[src/rtl/btn_stepper_if.sv]
// btn_stepper_if -- bundle of the pushbutton-stepper signals.
//
// Signals:
//   raw_d, raw_r : asynchronous, bouncing "down" / "right" pushbuttons
//   hold         : step inhibit from the consumer
//   btnD, btnR   : registered one-cycle step pulses
//   lvl          : debounced levels {R,D}
//
// Signalling: there is no valid/ready pair. A step is a single-cycle
// high on btnD/btnR that the consumer must take on that cycle; it cannot
// be back-pressured. hold=1 suppresses new steps instead of delaying them.
//
// Modports:
//   slave  : the stepper itself (takes buttons/hold, drives steps/levels)
//   master : the surrounding logic (drives buttons/hold, takes steps/levels)
interface btn_stepper_if;
    logic       raw_d;
    logic       raw_r;
    logic       hold;
    logic       btnD;
    logic       btnR;
    logic [1:0] lvl;

    modport master (output raw_d, raw_r, hold, input btnD, btnR, lvl);
    modport slave  (input raw_d, raw_r, hold, output btnD, btnR, lvl);
endinterface

[src/rtl/btn_stepper.sv]
// btn_stepper -- debounces two pushbuttons and turns each accepted press
// into a one-cycle step pulse, with optional auto-repeat while held.
//
// Parameters:
//   DEB_CYC  : consecutive stable cycles to accept a new level (>= 2)
//   REP_DLY  : cycles from first step to first repeat step (>= 2)
//   REP_RATE : cycles between repeat steps (>= 2)
//
// Ports:
//   clk : system clock, rising edge
//   clr : synchronous active-high reset, dominates all other inputs
//   bus : btn_stepper_if.slave (raw_d, raw_r, hold in; btnD, btnR, lvl out)
//
// Configuration:
//   BTN_AUTO_REPEAT_EN defined   -> per-channel IDLE/FIRST/REPEAT repeat FSM
//   BTN_AUTO_REPEAT_EN undefined -> one pulse per accepted press; REP_DLY
//                                   and REP_RATE are unused
//
// Channel 0 is D, channel 1 is R; both are identical and independent.
module btn_stepper #(
    parameter int DEB_CYC  = 250000,
    parameter int REP_DLY  = 25000000,
    parameter int REP_RATE = 5000000
) (
    input logic          clk,
    input logic          clr,
    btn_stepper_if.slave bus
);
    localparam int DW = $clog2(DEB_CYC);

`ifdef BTN_AUTO_REPEAT_EN
    localparam int RW_DLY  = $clog2(REP_DLY);
    localparam int RW_RATE = $clog2(REP_RATE);
    // One repeat counter serves both phases, so it is sized for the larger.
    localparam int RW = (RW_DLY > RW_RATE) ? RW_DLY : RW_RATE;

    typedef enum logic [1:0] {
        ST_IDLE   = 2'd0,
        ST_FIRST  = 2'd1,
        ST_REPEAT = 2'd2
    } rep_state_t;
`endif

    logic [1:0] raw;
    logic [1:0] deb;
    logic [1:0] pulse;

    assign raw = {bus.raw_r, bus.raw_d};

    for (genvar c = 0; c < 2; c++) begin : g_ch
        logic          s1;
        logic          s2;
        logic          deb_q;
        logic          pulse_q;
        logic [DW-1:0] dcnt;
        logic          rise;

        // deb is about to go 0->1 on this edge.
        assign rise = s2 & ~deb_q & (dcnt == DW'(DEB_CYC - 1));

        // Synchronizer and debouncer: deb follows s2 only after s2 has
        // disagreed with it on DEB_CYC consecutive edges.
        always_ff @(posedge clk) begin
            if (clr) begin
                s1    <= 1'b0;
                s2    <= 1'b0;
                deb_q <= 1'b0;
                dcnt  <= '0;
            end else begin
                s1 <= raw[c];
                s2 <= s1;
                if (s2 == deb_q) begin
                    dcnt <= '0;
                end else if (dcnt == DW'(DEB_CYC - 1)) begin
                    deb_q <= s2;
                    dcnt  <= '0;
                end else begin
                    dcnt <= dcnt + 1'b1;
                end
            end
        end

`ifdef BTN_AUTO_REPEAT_EN
        logic          armed;
        logic          live;
        logic [RW-1:0] rcnt;
        rep_state_t    state;

        // Repeating continues only while the press that started it is still
        // held and un-inhibited; hold takes effect on the edge it is seen.
        assign live = armed & ~bus.hold & deb_q;

        always_ff @(posedge clk) begin
            if (clr) begin
                armed   <= 1'b0;
                rcnt    <= '0;
                state   <= ST_IDLE;
                pulse_q <= 1'b0;
            end else begin
                pulse_q <= 1'b0;
                if (rise && !bus.hold) begin
                    pulse_q <= 1'b1;
                    armed   <= 1'b1;
                    rcnt    <= '0;
                    state   <= ST_FIRST;
                end else begin
                    if (!deb_q || bus.hold) begin
                        armed <= 1'b0;
                    end
                    if (!live) begin
                        state <= ST_IDLE;
                        rcnt  <= '0;
                    end else begin
                        case (state)
                            ST_FIRST: begin
                                if (rcnt == RW'(REP_DLY - 1)) begin
                                    pulse_q <= 1'b1;
                                    rcnt    <= '0;
                                    state   <= ST_REPEAT;
                                end else begin
                                    rcnt <= rcnt + 1'b1;
                                end
                            end
                            ST_REPEAT: begin
                                if (rcnt == RW'(REP_RATE - 1)) begin
                                    pulse_q <= 1'b1;
                                    rcnt    <= '0;
                                end else begin
                                    rcnt <= rcnt + 1'b1;
                                end
                            end
                            default: begin
                                state <= ST_IDLE;
                                rcnt  <= '0;
                            end
                        endcase
                    end
                end
            end
        end
`else
        // Single step per accepted press; a press accepted under hold is
        // simply lost, and releasing hold does not replay it.
        always_ff @(posedge clk) begin
            if (clr) begin
                pulse_q <= 1'b0;
            end else begin
                pulse_q <= rise & ~bus.hold;
            end
        end
`endif

        assign deb[c]   = deb_q;
        assign pulse[c] = pulse_q;
    end

    assign bus.btnD = pulse[0];
    assign bus.btnR = pulse[1];
    assign bus.lvl  = deb;
endmodule

[src/flat_wrapper.sv]
// flat-port wrapper written by rule: the top's interface ports become plain ports
module btn_stepper_flat 
#(
    parameter int DEB_CYC  = 250000,
    parameter int REP_DLY  = 25000000,
    parameter int REP_RATE = 5000000
)
  (clk, clr, bus_raw_d, bus_raw_r, bus_hold, bus_btnD, bus_btnR, bus_lvl);
  btn_stepper_if bus_i ();
  input logic clk;
  input logic clr;
  input wire logic [$bits(bus_i.raw_d)-1:0] bus_raw_d;
  input wire logic [$bits(bus_i.raw_r)-1:0] bus_raw_r;
  input wire logic [$bits(bus_i.hold)-1:0] bus_hold;
  output wire logic [$bits(bus_i.btnD)-1:0] bus_btnD;
  output wire logic [$bits(bus_i.btnR)-1:0] bus_btnR;
  output wire logic [$bits(bus_i.lvl)-1:0] bus_lvl;
  assign bus_i.raw_d = bus_raw_d;
  assign bus_i.raw_r = bus_raw_r;
  assign bus_i.hold = bus_hold;
  assign bus_btnD = bus_i.btnD;
  assign bus_btnR = bus_i.btnR;
  assign bus_lvl = bus_i.lvl;
  btn_stepper #(.DEB_CYC(DEB_CYC), .REP_DLY(REP_DLY), .REP_RATE(REP_RATE)) u_core (.clk(clk), .clr(clr), .bus(bus_i));
endmodule
[config.mk]
export PLATFORM = sky130hd
export DESIGN_NAME = btn_stepper_flat
export DESIGN_NICKNAME = d
export VERILOG_FILES = /design/src/rtl/btn_stepper_if.sv /design/src/rtl/btn_stepper.sv /design/src/flat_wrapper.sv
export SDC_FILE = /design/constraint.sdc
export NUM_CORES = 1
export LEC_CHECK = 0
export ABC_AREA = 0
export CAP_MARGIN = 10
export CORE_ASPECT_RATIO = 2
export CORE_MARGIN = 3
export CORE_UTILIZATION = 65
export CTS_BUF_LIST = sky130_fd_sc_hd__clkbuf_4 sky130_fd_sc_hd__clkbuf_8
export DETAILED_ROUTE_END_ITERATION = 10
export HOLD_SLACK_MARGIN = 0.12
export PLACE_DENSITY = 0.85
export SLEW_MARGIN = 15
export SYNTH_ARGS = -nofsm -noshare
export SYNTH_HDL_FRONTEND = slang
export SYNTH_SLANG_ARGS = --single-unit
[constraint.sdc]
create_clock -name clk -period 6.1 [get_ports clk]
set_clock_uncertainty 0.15 [all_clocks]
set_input_delay 0.915 -clock clk [delete_from_list [all_inputs] [get_ports clk]]
set_output_delay 0.915 -clock clk [all_outputs]
set_load 0.03 [all_outputs]
== After elaboration in Yosys (flattened, before gate mapping) ==
Index checks and enable logic that the tools add are counted.
Word-level totals
  input port bits: 5
  register bits after elaboration: 44
Cells by class
  reduce and logical (&&, ||, !) cells: 4
  add/subtract/negate cells: 2
  bitwise operators: 11
  equal/unequal tests: 4
Operators by type and width (number)
  18-bit by 1-bit adder with 18-bit output, second input constant: 2
  18-bit == test, second input constant: 2
  1-bit AND: 6
  3-bit OR reduction: 2
  1-bit NOT: 5
  2-bit AND reduction: 2
  1-bit == test: 2

== Depth between registers and ports, before layout ==
Gate-level depths: netlist of run 1.
  word-level depth: 4
  depth in mapped cells: 6
  mapped depth without buffers: 5

== Worst setup path before layout of run 1 ==
No wires, ideal clock.
  kind: reg-to-reg
  start point: register u_core.g_ch[0].dcnt[5]
  end point: register u_core.g_ch[0].dcnt[10]
  library setup time: 0.115 ns
  period minus slack after synthesis: 2.097 ns
  stages on the path, launching flop included: 6
  arrival: 1.832 ns
  slack: 4.003 ns
  buffers on the path: 1
  cell sequence: dfxtp_1 > or4_1 > or4b_4 > o21ai_4 > buf_6 > nor2_1
Between the ends
  cells in the longest elaborated chain, start to end: 2
Ends and longest elaborated chain
  from (decl): line btn_stepper.sv:55  | logic [DW-1:0] dcnt;
  from (signal assigned): line btn_stepper.sv:78  | dcnt <= dcnt + 1'b1;
  parallel branches: the longest is 2 deep, another holds 18-bit by 1-bit adder with 18-bit output
Several ways; the timed one is not identified.
A chain may end at the register's enable or synchronous reset.

== Worst setup path in the final report of run 1 ==
  start point: register u_core.g_ch[1].dcnt[0]
  end point: register u_core.g_ch[1].dcnt[6]
Between the ends
  cells in the longest elaborated chain, start to end: 2
Ends and longest elaborated chain (line)
  from (decl): btn_stepper.sv:55
  from (signal assigned): btn_stepper.sv:78
  parallel branches: the longest is 2 deep, another holds 18-bit by 1-bit adder with 18-bit output
Several ways; the timed one is not identified.

==> results of run 1 <==
## kinds of logic (layout without fill, tap and decap cells)
family	count (synthesis)	count (layout)	share of synthesized area (%)
buf+inv	16	26	3.94
simple gates	116	116	30.3
flops	44	44	45.4
fa+ha+maj	4	4	2.58
compound gates	10	10	4.13
xor+xnor	30	30	13.6
## metal layers
metal / wire length, um / part of all wire (%) / GRT usage, %
met5: 0 / 0 / 0
met4: 86 / 2.2 / 13.2
met3: 88 / 2.2 / 5.42
met2: 2370 / 59 / 43.5
met1: 1450 / 36 / 22.2
## cell usage after synthesis, types with 2 or more instances
master | count | area, um^2
clkbuf_1 | 2 | 7.51
inv_1 | 10 | 37.5
nor3_1 | 11 | 55.1
or4_1 | 5 | 37.5
nand2_1 | 11 | 41.3
nor2_1 | 41 | 154
ha_1 | 4 | 50.1
o31ai_1 | 2 | 15.0
xnor2_1 | 25 | 219
nor2b_1 | 4 | 25.0
or2_2 | 2 | 12.5
or3_1 | 2 | 12.5
nand4_1 | 12 | 75.1
o21a_1 | 2 | 15.0
nand3_1 | 11 | 55.1
a21oi_1 | 2 | 10.0
xor2_1 | 5 | 43.8
buf_4 | 2 | 15.0
dfxtp_1 | 44 | 881
nor4_1 | 12 | 75.1
## state kept, by name (all words and copies together), names as in the netlist
name and count:
u_core.g_ch.s1 2, u_core.bus.btnR 1, u_core.g_ch.dcnt 36, u_core.g_ch.s2 2, u_core.g_ch.deb_q 2, u_core.bus.btnD 1
## cell type report
class / instances / area, um^2
clock buffer: 6 / 82.6
clock inverter: 2 / 10.0
fill: 204 / 696
inverter: 10 / 37.5
multi-input combinational: 160 / 981
sequential: 44 / 881
tap: 29 / 36.3
timing repair buffer: 8 / 80.1
## metrics by stage
step                hold WS, ps  cells
floorplan                   264    220
global placement            272    251
detailed placement          301    251
CTS                         316    259
global route                329    259
finish                      313    259
## power breakdown
group,total [mW],internal [mW],switching [mW]
Sequential,0.289,0.289,0.000950
Clock,0.186,0.0904,0.0959
Combinational,0.00852,0.00401,0.00451
Total,0.484,0.383,0.101
## worst max-delay path, stage by stage (launching register included)
cell and delay [ps]:
dfxtp_1 390, ha_1 240, nand4_1 300, nand4b_1 380, o21ai_1 890, nor2_1 120
## worst min path at each step
stage,endpoint,from
finish,u_core.g_ch[0].s2,u_core.g_ch[0].s1
global route,u_core.g_ch[0].s2,u_core.g_ch[0].s1
global placement,u_core.g_ch[0].s2,u_core.g_ch[0].s1
floorplan,u_core.g_ch[0].s2,u_core.g_ch[0].s1
detailed placement,u_core.g_ch[0].s2,u_core.g_ch[0].s1
CTS,u_core.g_ch[0].s2,u_core.g_ch[0].s1
==> results.toml, run 1 <==
[logic_synthesis]
synthesis.nets = 229
synth_cell_types = 31
netlist_area_um2 = 1940
synth_seq_cells = 44
synthCells = 220
synth.avg_cell_area_um2 = 8.81
synth_ff_type = "dfxtp_1"
ys_warn_count = 0
synth.yosys.seq_area_share_pct = 45.4
synthArstFlopShare_pct = 0
synth_enable_flop_cells = 0

[power_and_ir_drop]
powerDensity_nw_per_um2 = 230
ir_drop_mv = 0.229
p_leak_nw = 0.601
finalPower_mw = 0.484

[timing]
slew_headroom_pct = 27.3
rsz0062_at_grt = "false"
fin_crit_sh_pct = 43.2
fin_ws_ps = 3470
fin_tns_setup_ps = 0
slew_viol_final = 0
final_hold_viol_count = 0
fmax_mhz = 380
period_minus_slack_ps = 2630
finalSetupViolCount = 0
worstMarginPinSlew_ps = 1080

[drt]
drt_wl_total_mm = 4.00
avgRoutedWirePerCell_um = 15.4
antenna_left = 0
drt-initial-drc-count = 65
vias_per_cell = 5.98
remaining_drc_errors = 0
dr.pass1.iters = 4
vias = 1548

[global_route]
antenna_found_initial = 0
grt_overflow = 0
grt_pass1_vias = 1551
grt_max_degree = 18
grt_pass1_wl_mm = 6.65
grt_use_total_pct = 23.8

[placed_design]
preCtsSetupSlack_ps = 3450
io_buffers = 8
post_dp_cell_area_um2 = 2020
place_hpwl_mm = 2.96
gp_congestion = 0.884

[clocking]
clk_pin_slew_worst_paths_ps = 80
cts_tree = "built"
cts.repair.resized = 0
clk-insertion-delay-late_ps = 290
htree_levels = 2
cts-root-buf = "clkbuf_8"
hold_buffers = 0
post-cts-setup-buffers = 0
numCtsBuffers = 5
cts_sinks = 44
cts.path.max_buffers = 2

[floorplan]
start_util_pct = 69.1
chipWidth_um = 44.6
rows = 27
io-pin-count = 9
core_area_um2 = 2800
dieArea_um2 = 3710
die_y_um = 83.2

[setup_path]
start_kind = "register"
r2r-end = "u_core.g_ch[1].dcnt[6]"
end_kind = "register"
rrSetupSlack_ps = 3470
rr_worst_depth = 5
reg2reg_from = "u_core.g_ch[1].dcnt[0]"
crit_type = "register to register"
path_max_fanout = 17
cp.arrival_ps = 2620
cp-startpoint = "u_core.g_ch[1].dcnt[0]"
cp_data_required_time_ps = 6090
critPathCapture = "u_core.g_ch[1].dcnt[6]"

[hold_path]
holdPathStages = 1
hold_path_class = "register to register"

[finish]
drive_above_1_share_pct = 6.09
final_common_cell = "dfxtp_1"
area_growth_pct = 8.78
postLayoutCellArea_um2 = 2110
final_core_util_pct = 75.2
nets = 238
mostFrequentLayoutCells = "dfxtp_1 (44), nor2_1 (41), xnor2_1 (25), nand4_1 (12), nor4_1 (12)"
n_antenna_cell = 0

[flow_run]
cap_violations = 0

[status]
outcome = "finished, final reports clean"
Note: power is estimated with default switching activity, not from simulation.
==> run 2: changes to the inputs <==
--- a/config.mk
+++ b/config.mk
@@ -9,11 +9,11 @@
 export CAP_MARGIN = 10
 export CORE_ASPECT_RATIO = 2
 export CORE_MARGIN = 3
-export CORE_UTILIZATION = 65
+export CORE_UTILIZATION = 62
 export CTS_BUF_LIST = sky130_fd_sc_hd__clkbuf_4 sky130_fd_sc_hd__clkbuf_8
 export DETAILED_ROUTE_END_ITERATION = 10
 export HOLD_SLACK_MARGIN = 0.12
-export PLACE_DENSITY = 0.85
+export PLACE_DENSITY = 0.82
 export SLEW_MARGIN = 15
 export SYNTH_ARGS = -nofsm -noshare
 export SYNTH_HDL_FRONTEND = slang
==> constraint.sdc (replaced) <==
create_clock -name clk -period 2.73 [get_ports clk]
set_clock_uncertainty 0.15 [all_clocks]
set_input_delay 0.4095 -clock clk [delete_from_list [all_inputs] [get_ports clk]]
set_output_delay 0.4095 -clock clk [all_outputs]
set_load 0.03 [all_outputs]
==> run 2 against run 1 <==
Against the previous run: clock power grew to 2.8 times the previous value; global-route usage is 1.6 points lower; register-to-register slack got worse by 3100 ps; die area increased by 4.3%; design area increased by 2.1%; worst setup slack lost 3100 ps; critical path type unchanged; critical endpoint is now u_core.g_ch[0].dcnt[14].
==> results.toml, run 2 (synthesis gave the netlist of run 1 again) <==
[timing]
fmax_mhz = 429
fin_tns_setup_ps = 0
slew_viol_final = 0
slew_headroom_pct = 70.4
final_hold_viol_count = 0
worstMarginPinSlew_ps = 442
finalSetupViolCount = 0
rsz0062_at_grt = "false"
fin_ws_ps = 400
fin_crit_sh_pct = 85.4
period_minus_slack_ps = 2330

[power_and_ir_drop]
p_leak_nw = 0.620
ir_drop_mv = 0.495
powerDensity_nw_per_um2 = 552
finalPower_mw = 1.19

[clocking]
cts-root-buf = "clkbuf_8"
hold_buffers = 0
htree_levels = 2
cts_tree = "built"
clk-insertion-delay-late_ps = 300
numCtsBuffers = 5
clk_pin_slew_worst_paths_ps = 90
cts.repair.resized = 0
cts.path.max_buffers = 2
cts_sinks = 44
post-cts-setup-buffers = 0

[placed_design]
post_dp_cell_area_um2 = 2030
place_hpwl_mm = 2.72
preCtsSetupSlack_ps = 448
io_buffers = 8
gp_congestion = 0.897

[finish]
mostFrequentLayoutCells = "dfxtp_1 (44), nor2_1 (41), xnor2_1 (25), nand4_1 (12), nor4_1 (12)"
largest_reg_flops = 36
nets = 240
postLayoutCellArea_um2 = 2150
n_antenna_cell = 0
area_growth_pct = 11.1
final_common_cell = "dfxtp_1"
largest_register = "u_core.g_ch.dcnt"
drive_above_1_share_pct = 6.90

[floorplan]
io-pin-count = 9
rows = 28
dieArea_um2 = 3870
chipWidth_um = 45.5
start_util_pct = 65.1
core_area_um2 = 2980
die_y_um = 85.1

[setup_path]
rrSetupSlack_ps = 400
r2r-end = "u_core.g_ch[0].dcnt[14]"
end_kind = "register"
start_kind = "register"
path_max_fanout = 17
cp-startpoint = "u_core.g_ch[0].dcnt[5]"
crit_type = "register to register"
cp_data_required_time_ps = 2760
reg2reg_from = "u_core.g_ch[0].dcnt[5]"
cp.arrival_ps = 2360
rr_worst_depth = 4

[hold_path]
hp-start = "u_core.g_ch[0].s1"
holdPathEnd = "u_core.g_ch[0].s2"
hold_path_class = "register to register"
holdPathStages = 1

[global_route]
antenna_found_initial = 0
grt_pass1_wl_mm = 6.46
grt_use_total_pct = 22.2
grt_pass1_vias = 1541
grt_max_degree = 18
grt_overflow = 0

[drt]
antenna_left = 0
avgRoutedWirePerCell_um = 14.3
remaining_drc_errors = 0
drt-initial-drc-count = 41
dr.pass1.iters = 4
vias = 1572
vias_per_cell = 6.00
drt_wl_total_mm = 3.74

[flow_run]
cap_violations = 0

[status]
outcome = "finished, final reports clean"
==> run 2: changes by cell type in the layout (fill, tap and decap cells not counted), sizes merged <==
cell / change
buf: +2
clkinv: -1
bufinv: +1
==> run 2: power by group <==
| part | internal, mW | switching (mW) | total (mW) |
|---|---|---|---|
| registers | 0.645 | 0.00182 | 0.647 |
| clock network | 0.299 | 0.223 | 0.523 |
| logic | 0.00946 | 0.0105 | 0.0199 |
| total | 0.953 | 0.236 | 1.19 |
==> run 2: through the flow <==
| stage | hold slack, ps | std cells | util, % |
|---|---|---|---|
| 2_1_floorplan | 264 | 220 | - |
| 3_3_place_gp | 267 | 254 | 68.2 |
| 3_5_place_dp | 273 | 254 | 68.2 |
| 4_1_cts | 296 | 262 | 72.3 |
| 5_1_grt | 318 | 262 | 72.3 |
| 6_report | 294 | 262 | 72.3 |
==> run 2: per-layer routing <==
metal	vias up	share of wire (%)	GRT usage (%)
met5	-	0	0
met4	0	3.3	12.3
met3	12	2.8	4.03
met2	34	57	40.0
met1	742	37	22.0
li1	784	-	-
==> run 2: how the worst max path moves through the flow <==
stage	to
2_1_floorplan	u_core.g_ch[0].dcnt[9]
3_3_place_gp	u_core.g_ch[0].dcnt[16]
3_5_place_dp	u_core.g_ch[0].dcnt[14]
4_1_cts	u_core.g_ch[0].dcnt[14]
5_1_grt	u_core.g_ch[0].dcnt[14]
6_report	u_core.g_ch[0].dcnt[14]
==> run 2: critical path, cell delays in order, from the launching register on <==
cell and delay (ps):
dfxtp_1 380, or4_1 570, or4b_4 600, o21ai_4 400, nor2_1 120
==> run 2: cell type report <==
| cell class | count | area (um^2) |
|---|---|---|
| repair buffers | 10 | 95.1 |
| well taps | 30 | 37.5 |
| clock inverters | 2 | 38.8 |
| flip-flops and latches | 44 | 881 |
| inverters | 10 | 37.5 |
| multi-input cells | 160 | 981 |
| clock buffers | 6 | 82.6 |
| fillers | 223 | 825 |
